[src/rtl/axi_sram_slave_bridge.sv]
// AXI4 slave bridging one AXI port onto a single-port synchronous SRAM.
// One transaction at a time; reads and writes share the SRAM port under round-robin arbitration.
module axi_sram_slave_bridge #(
    parameter int ID_W       = 8,
    parameter int ADDR_W     = 32,
    parameter int DATA_W     = 32,
    parameter int LEN_W      = 4,
    parameter int MEM_ADDR_W = 14
) (
    input  logic                  clk,
    input  logic                  ARSTN,
    input  logic [ID_W-1:0]       AWID,
    input  logic [ADDR_W-1:0]     AWADDR,
    input  logic [LEN_W-1:0]      AWLEN,
    input  logic [2:0]            AWSIZE,
    input  logic [1:0]            AWBURST,
    input  logic                  AWVALID,
    output logic                  AWREADY,
    input  logic [DATA_W-1:0]     WDATA,
    input  logic [DATA_W/8-1:0]   WSTRB,
    input  logic                  WLAST,
    input  logic                  WVALID,
    output logic                  WREADY,
    output logic [ID_W-1:0]       BID,
    output logic [1:0]            BRESP,
    output logic                  BVALID,
    input  logic                  BREADY,
    input  logic [ID_W-1:0]       ARID,
    input  logic [ADDR_W-1:0]     ARADDR,
    input  logic [LEN_W-1:0]      ARLEN,
    input  logic [2:0]            ARSIZE,
    input  logic [1:0]            ARBURST,
    input  logic                  ARVALID,
    output logic                  ARREADY,
    output logic [ID_W-1:0]       RID,
    output logic [DATA_W-1:0]     RDATA,
    output logic [1:0]            RRESP,
    output logic                  RLAST,
    output logic                  RVALID,
    input  logic                  RREADY,
    output logic                  mem_en,
    output logic                  mem_we,
    output logic [MEM_ADDR_W-1:0] mem_addr,
    output logic [DATA_W-1:0]     mem_bweb,
    output logic [DATA_W-1:0]     mem_di,
    input  logic [DATA_W-1:0]     mem_do
);

    localparam int OFF    = $clog2(DATA_W / 8);
    localparam int STRB_W = DATA_W / 8;

    // state    | meaning
    // S_IDLE   | arbitrate AW/AR, latch the granted request
    // S_WDATA  | accept W beats, one SRAM write per beat
    // S_WRESP  | present B response
    // S_RISSUE | issue SRAM read for the current beat
    // S_RVALID | present R beat from mem_do
    typedef enum logic [2:0] {S_IDLE, S_WDATA, S_WRESP, S_RISSUE, S_RVALID} state_e;

    state_e                state_q, state_d;
    logic                  prio_wr_q, prio_wr_d;
    logic [ID_W-1:0]       id_q, id_d;
    logic [MEM_ADDR_W-1:0] addr_q, addr_d;
    logic [LEN_W-1:0]      len_q, len_d;
    logic [LEN_W-1:0]      cnt_q, cnt_d;
    logic [1:0]            burst_q, burst_d;
    logic                  err_q, err_d;
    logic                  rerr_q, rerr_d;

    logic aw_gnt;
    logic ar_gnt;
    logic last_beat;

    // Address bits outside the word field are intentionally dropped.
    logic unused_addr_bits;
    assign unused_addr_bits = ^{AWADDR, ARADDR};

    function automatic logic calc_err(input logic [LEN_W-1:0] len,
                                      input logic [2:0] size,
                                      input logic [1:0] burst);
        logic [31:0] l;
        logic        wrap_ok;
        l       = 32'(len);
        wrap_ok = (l == 32'd1) || (l == 32'd3) || (l == 32'd7) || (l == 32'd15);
        return (size != 3'(OFF)) || (burst == 2'b11) || ((burst == 2'b10) && !wrap_ok);
    endfunction

    // WRAP lengths are 2^n-1, so len itself is the mask of the wrapping low bits.
    function automatic logic [MEM_ADDR_W-1:0] next_addr(input logic [MEM_ADDR_W-1:0] a,
                                                        input logic [LEN_W-1:0] len,
                                                        input logic [1:0] burst);
        logic [MEM_ADDR_W-1:0] mask;
        logic [MEM_ADDR_W-1:0] inc;
        mask = MEM_ADDR_W'(len);
        inc  = a + MEM_ADDR_W'(1);
        case (burst)
            2'b00:   return a;
            2'b10:   return (a & ~mask) | (inc & mask);
            default: return inc;
        endcase
    endfunction

    assign aw_gnt    = AWVALID && (!ARVALID || prio_wr_q);
    assign ar_gnt    = ARVALID && !aw_gnt;
    assign last_beat = (cnt_q == len_q);

    always_comb begin
        state_d   = state_q;
        prio_wr_d = prio_wr_q;
        id_d      = id_q;
        addr_d    = addr_q;
        len_d     = len_q;
        cnt_d     = cnt_q;
        burst_d   = burst_q;
        err_d     = err_q;
        rerr_d    = rerr_q;
        AWREADY   = 1'b0;
        ARREADY   = 1'b0;
        WREADY    = 1'b0;
        BVALID    = 1'b0;
        BID       = '0;
        BRESP     = 2'b00;
        RVALID    = 1'b0;
        RID       = '0;
        RDATA     = '0;
        RRESP     = 2'b00;
        RLAST     = 1'b0;
        mem_en    = 1'b0;
        mem_we    = 1'b0;
        mem_addr  = addr_q;
        mem_di    = WDATA;
        mem_bweb  = '1;

        case (state_q)
            S_IDLE: begin
                AWREADY = aw_gnt && !ARSTN;
                ARREADY = ar_gnt && !ARSTN;
                if (aw_gnt) begin
                    id_d      = AWID;
                    addr_d    = AWADDR[OFF +: MEM_ADDR_W];
                    len_d     = AWLEN;
                    burst_d   = AWBURST;
                    err_d     = calc_err(AWLEN, AWSIZE, AWBURST);
                    rerr_d    = 1'b0;
                    cnt_d     = '0;
                    prio_wr_d = 1'b0;
                    state_d   = S_WDATA;
                end else if (ar_gnt) begin
                    id_d      = ARID;
                    addr_d    = ARADDR[OFF +: MEM_ADDR_W];
                    len_d     = ARLEN;
                    burst_d   = ARBURST;
                    err_d     = calc_err(ARLEN, ARSIZE, ARBURST);
                    cnt_d     = '0;
                    prio_wr_d = 1'b1;
                    state_d   = S_RISSUE;
                end
            end
            S_WDATA: begin
                WREADY = 1'b1;
                if (WVALID) begin
                    mem_en = !err_q;
                    mem_we = 1'b1;
                    for (int i = 0; i < STRB_W; i++) begin
                        mem_bweb[8*i +: 8] = {8{~WSTRB[i]}};
                    end
                    if (WLAST != last_beat) begin
                        rerr_d = 1'b1;
                    end
                    addr_d = next_addr(addr_q, len_q, burst_q);
                    cnt_d  = cnt_q + LEN_W'(1);
                    if (last_beat) begin
                        state_d = S_WRESP;
                    end
                end
            end
            S_WRESP: begin
                BVALID = 1'b1;
                BID    = id_q;
                BRESP  = (err_q || rerr_q) ? 2'b10 : 2'b00;
                if (BREADY) begin
                    state_d = S_IDLE;
                end
            end
            S_RISSUE: begin
                mem_en  = !err_q;
                state_d = S_RVALID;
            end
            S_RVALID: begin
                RVALID = 1'b1;
                RID    = id_q;
                RDATA  = err_q ? '0 : mem_do;
                RRESP  = err_q ? 2'b10 : 2'b00;
                RLAST  = last_beat;
                if (RREADY) begin
                    if (last_beat) begin
                        state_d = S_IDLE;
                    end else begin
                        addr_d  = next_addr(addr_q, len_q, burst_q);
                        cnt_d   = cnt_q + LEN_W'(1);
                        state_d = S_RISSUE;
                    end
                end
            end
            default: state_d = S_IDLE;
        endcase
    end

    always_ff @(posedge clk or posedge ARSTN) begin
        if (ARSTN) begin
            state_q   <= S_IDLE;
            prio_wr_q <= 1'b1;
            id_q      <= '0;
            addr_q    <= '0;
            len_q     <= '0;
            cnt_q     <= '0;
            burst_q   <= 2'b00;
            err_q     <= 1'b0;
            rerr_q    <= 1'b0;
        end else begin
            state_q   <= state_d;
            prio_wr_q <= prio_wr_d;
            id_q      <= id_d;
            addr_q    <= addr_d;
            len_q     <= len_d;
            cnt_q     <= cnt_d;
            burst_q   <= burst_d;
            err_q     <= err_d;
            rerr_q    <= rerr_d;
        end
    end

endmodule

[config.mk]
export PLATFORM = sky130hd
export DESIGN_NAME = axi_sram_slave_bridge
export DESIGN_NICKNAME = d
export VERILOG_FILES = /design/src/rtl/axi_sram_slave_bridge.sv
export SDC_FILE = /design/constraint.sdc
export NUM_CORES = 1
export LEC_CHECK = 0
export ABC_CLOCK_PERIOD_IN_PS = 2300
export CELL_PAD_IN_SITES_DETAIL_PLACEMENT = 1
export CELL_PAD_IN_SITES_GLOBAL_PLACEMENT = 1
export CORE_ASPECT_RATIO = 0.8
export CORE_UTILIZATION = 20
export DETAILED_ROUTE_END_ITERATION = 6
export PLACE_DENSITY_LB_ADDON = 0.05
export SYNTH_ARGS = -nofsm -noshare
export SYNTH_HDL_FRONTEND = slang
export SYNTH_SLANG_ARGS = --single-unit
[constraint.sdc]
create_clock -name clk -period 2.3 [get_ports clk]
set_input_delay 0.46 -clock clk [delete_from_list [all_inputs] [get_ports clk]]
set_output_delay 0.46 -clock clk [all_outputs]
set_load 0.005 [all_outputs]
# [After elaboration in Yosys (flattened, before gate mapping)]
# Index checks and enable logic that the tools add are counted.
[word_totals] out_inout_bits=138 in_bits=174 wordCells=136 ff_bits=38
[classes] muxes=55 n_addsub=2 n_bitwise=8 reduce_logical=33 eq_ne=29
[op_table] op="$mux 32" count=4
[op_table] op="$mux 14" count=5
[op_table] op="$pmux 14 s3" count=1
[op_table] op="$mux 8" count=4
[op_table] op="$mux 4" count=7
[op_table] op="$pmux 14 s2" count=1
[op_table] op="$mux 3" count=6
[op_table] op="$mux 1" count=16
[op_table] op="$pmux 3 s5" count=1
[op_table] op="$add 14x1->14 const B" count=1
[op_table] op="$and 14x14->14" count=1
[op_table] op="$and 14x4->14" count=1
[op_table] op="$mux 2" count=7
[op_table] op="$ne 2x2->1 const B" count=7
[op_table] op="$not 4->14" count=1
[op_table] op="$or 14x14->14" count=1
[op_table] op="$logic_or 1x1->1" count=12
[op_table] op="$pmux 4 s3" count=1
[op_table] op="$eq 2x2->1 const B" count=5
[op_table] op="$reduce_and 5->1" count=2
[op_table] op="$eq 4x1->1 const B" count=2
[op_table] op="$eq 4x2->1 const B" count=2
[op_table] op="$eq 4x3->1 const B" count=2
[op_table] op="$eq 4x4->1 const B" count=2
[op_table] op="18 further kinds" count=35

# [Logic depth before layout (Yosys ltp)]
[depth] word_depth=9 ltp_mapped=8 mapped_depth_nobuf=7

# [Worst setup path after synthesis]
# OpenSTA, ideal clock, no wires.
[synth_path] path_type="flip-flop to output port" from="register state_q[2]" to="output mem_bweb[10]" path_stages_with_launch=6 path_buffers=2 setup_slack_ns=0.261 t_arrival_ns=1.579 cell_sequence="dfrtp_1 buf_2 nand2b_1 nor3_1 nand2_1 buf_4"
[synth_between] elab_chain_len=2
[synth_rtl] element="from (decl)" line_no="60" source="state_e state_q, state_d;"
[synth_rtl] element="from (signal assigned)" line_no="221" source="state_q <= state_d;"
[synth_rtl] element="$eq 3x1->1" line_no="134" source="case (state_q)"
[synth_rtl] element="$mux 32" line_no="134"
[synth_rtl] element="to (decl)" line_no="44" source="output logic [DATA_W-1:0] mem_bweb,"
# Every way passes these cells.

# [Worst setup path after layout]
[layout_path] from="register state_q[2]" to="output WREADY"
[layout_between] elab_chain_len=2
[layout_rtl] element="$eq 3x1->1" line_no="134"
[layout_rtl] element="$mux 1" line_no="134"
[layout_rtl] element="to (decl)" line_no="23" source="output logic WREADY,"
# Every way passes these cells.

==> summary.txt <==
Clock network
  – Clock buffer depth: 2
  – Root buffer cell: clkbuf_16
  – CTS Buf Count: 5
  – Clk pin slew, worst setup/hold paths: 60 ps
  – Hold buffers post-CTS: 0
  – Clk_lat worst skew: between 200 and 300 ps
  – CTS tree: yes
  – Clk sink count: 38
  – H-tree Lvls: 2

Logic synthesis
  – Leading cell type by number of instances after synthesis: buf_4
  – Top cells by area, synth: dfrtp_1 28%, buf_4 15%, and2_1 9.2%
  – Ys Warns: 0
  – Mapped Cells: roughly 410
  – Register bit total from synthesis: 38
  – Post-synthesis xor/xnor area fraction: 2.102%
  – Multiplexer area fraction after synthesis: around a tenth
  – Asr flop ratio synth: between 90% and 100%
  – Top cell type's share of synthesized area: between 20% and 30%
  – Syn Area/Cell: 8.210 sq um
  – Synth Area in Adders: less than 1%
  – EDFF count, synth: 0
  – Synth Area in Compound Gates: roughly 17%
  – Synth Area in Simple Gates: a little under a quarter
  – Unique masters post-synth: 52
  – Largest family of logic cells by synthesized area: simple AND/OR/NAND/NOR gates
  – Most used DFF post-synth: dfrtp_1
  – Mapped Area: between 3000 and 4000 sq um
  – Sequential area share after synthesis: between 20 and 30%
  – Biggest area consumer among synthesized cells: dfrtp_1
  – Top cell types by occurrence after synthesis: 67 x buf_4, 49 x and2_1, 39 x nand2_1, 37 x dfrtp_1, 33 x o21ai_0

Final layout
  – Final instance area: approximately 5700 sq um
  – Sequential cell area: around 950 sq um
  – # diodes: 0
  – Area grow syn2layout: 71.17%
  – Fillcell total: around 1900
  – Area of the multi-input gates: between 1500 and 2000 sq um
  – Fin nets: 767
  – Share of cells above drive strength 1: ~15%

STA
  – Worst rel slew slack: about three fifths
  – Setup TNS: 0 ps
  – Fin crit share: slightly below 100%
  – Slew Viols, Final: 0
  – Max frequency: around 450 MHz
  – Final WS setup: 60.72 ps
  – Layout Skew: just over 5 ps
  – Tmin final: 2239 ps
  – Worst slew pin tran: approximately 600 ps
  – RSZ-0062 raised after global routing: true
  – Setup Viol. Count Final: 0
  – Final hold violation count: 0

Die
  – Starting Density: a little over a fifth
  – Die X: roughly 150 um
  – Core area: 16010 sq um
  – IO Pins: about 310
  – Die height: approximately 120 um
  – FP Rows: 41
  – Die ar.: approximately 17000 sq um

Worst setup path
  – Worst setup SP type: flip-flop
  – Worst r2r src: state_q[2]
  – CP endpoint kind: primary output
  – Slowest CP cell: clkdlybuf4s50_1
  – Slowest Stage Delay on Critical Path: approximately 560 ps
  – Arr. time, crit path: between 1500 and 2000 ps
  – Crit-path max FO: 7
  – Worst Path Required: 1840 ps
  – CP Buf/Inv Count: 1
  – R2R depth: 9
  – Top delay family on crit path: buffers and inverters
  – CP cell instances: nand2b_1, nor2_1, clkdlybuf4s50_1
  – Worst R2R Setup Slack: 140 ps
  – Critical path class: flip-flop to primary output

Hold path
  – Hold crit path type: flip-flop to flip-flop
  – Worst Hold Path EP: id_q[4]
  – Worst hold path cell count: 2
  – HP Start: id_q[4]

Drt
  – Vias: 3546
  – DRC violations left: 0
  – WL per Instance: approximately 16 um
  – First drt pass iteration count: 4
  – Routed Wire Length: 13.27 mm
  – Via density: approximately 4.4
  – ANT nets after route: 0
  – First DRT Iteration DRCs: ~160

GRT
  – Vias in the first global route: between 3000 and 4000
  – Largest net degree at the start of global routing: 39
  – All-Layer GR Usage: between 10% and 20%
  – Initial antenna violation count: 0
  – First-pass GRT wire length: between 20 and 25 mm
  – Global route overflow: 0

Placed design
  – Dpl ws: -276.2 ps
  – Number of buffers added on ports: between 200 and 250
  – HPWL Detailed: between 10 and 15 mm
  – RePlAce Congestion: 0.7709
  – Placed cell area: ~5400 sq um

Run
  – Max-cap violations: 0

Status
  – Status: finished, final reports clean

Power
  – Worst VDD drop: ~0.4 mV
  – Power Dens Cells: 993.8 nW/um^2
  – Pwr Total: approximately 5700 uW
  – Static Leakage: 0.002561 uW
-- state kept, by name (all words and copies together) (netlist names), named ones only --
| name | flops |
|---|---|
| cnt_q | 4 |
| rerr_q | 1 |
| err_q | 1 |
| len_q | 4 |
| burst_q | 2 |
| id_q | 8 |
| state_q | 3 |
| prio_wr_q | 1 |
| mem_addr | 11 |
-- through the flow --
stage               hold WS (ps)  instances  utilization (%)
detailed placement         484.7        782            33.89
floorplan                  455.2        407                -
global route               548.3        807            35.65
global placement           468.2        782            33.89
finish                     490.8        807            35.65
CTS                        499.3        804            35.39
-- tightest hold or removal path, delay by kind of cell, from the launching register on --
kind	cells	cell delay [ps]
simple gates	1	50
compound gates	1	60
flops	1	350
-- timing repair --
| item | in CTS | in global routing |
|---|---|---|
| hold endpoints to repair | 0 | 0 |
| pin swaps | 1 | 2 |
| setup buffers | 11 | 3 |
| setup endpoints to repair | 87 | 13 |
| resized for setup | 112 | 4 |
| gates cloned | 3 | 0 |
-- area by class of cell --
cell class	count	area share (%)
Clock buffer	6	2.434
Timing Repair Buffer	255	42.37
Clock inverter	2	0.2193
Sequential cell	38	16.73
Tap cell	215	4.715
Multi-Input combinational cell	282	32.81
Inverter	8	0.5921
Timing Repair inverter	1	0.1316
-- where the power goes --
group          leakage, uW  internal [uW]  switching, uW  total (uW)
clock network    0.0000729            430            288         717
logic              0.00202           1830           1700        3530
registers         0.000464           1000            424        1420
-- worst max-delay path by stage --
stage / start / to / slack, ps / cells after the start
CTS: state_q[0] / BVALID / -7 / 5
detailed placement: ARVALID / ARREADY / -280 / 6
finish: state_q[2] / WREADY / 60 / 3
floorplan: state_q[2] / mem_bweb[10] / 260 / 5
global route: WVALID / mem_bweb[8] / -5 / 6
global placement: ARVALID / ARREADY / -320 / 6
-- logic make-up after synthesis --
family                   count (synthesis)
AO/OA/AOI/OAI                           88
flip-flops                              38
XOR/XNOR                                 8
buffers and inverters                   87
multiplexers                            34
AND/OR/NAND/NOR                        148
adder cells (fa/ha/maj)                  2
other                                    1
-- routing by layer --
layer,wire length [um],part of all wire (%),track usage [%],vias up
met1,6018,45,20.19,1687
li1,-,-,-,1728
met4,147,1.1,3.581,0
met5,0,0,0,-
met2,6398,48,26.28,115
met3,702,5.3,3.023,16
-- placed cells by master, fill, tap and decap left out, types with 15 or more instances in the layout --
cell type and instances:
dfrtp_1 35, clkdlybuf4s50_1 121, o21ai_0 33, nor2_1 20
buf_4 37, and2_1 49, mux2i_1 24, nand2_1 34
dlygate4sd2_1 86, a21oi_1 15
Power figures use the tool's default switching activity.
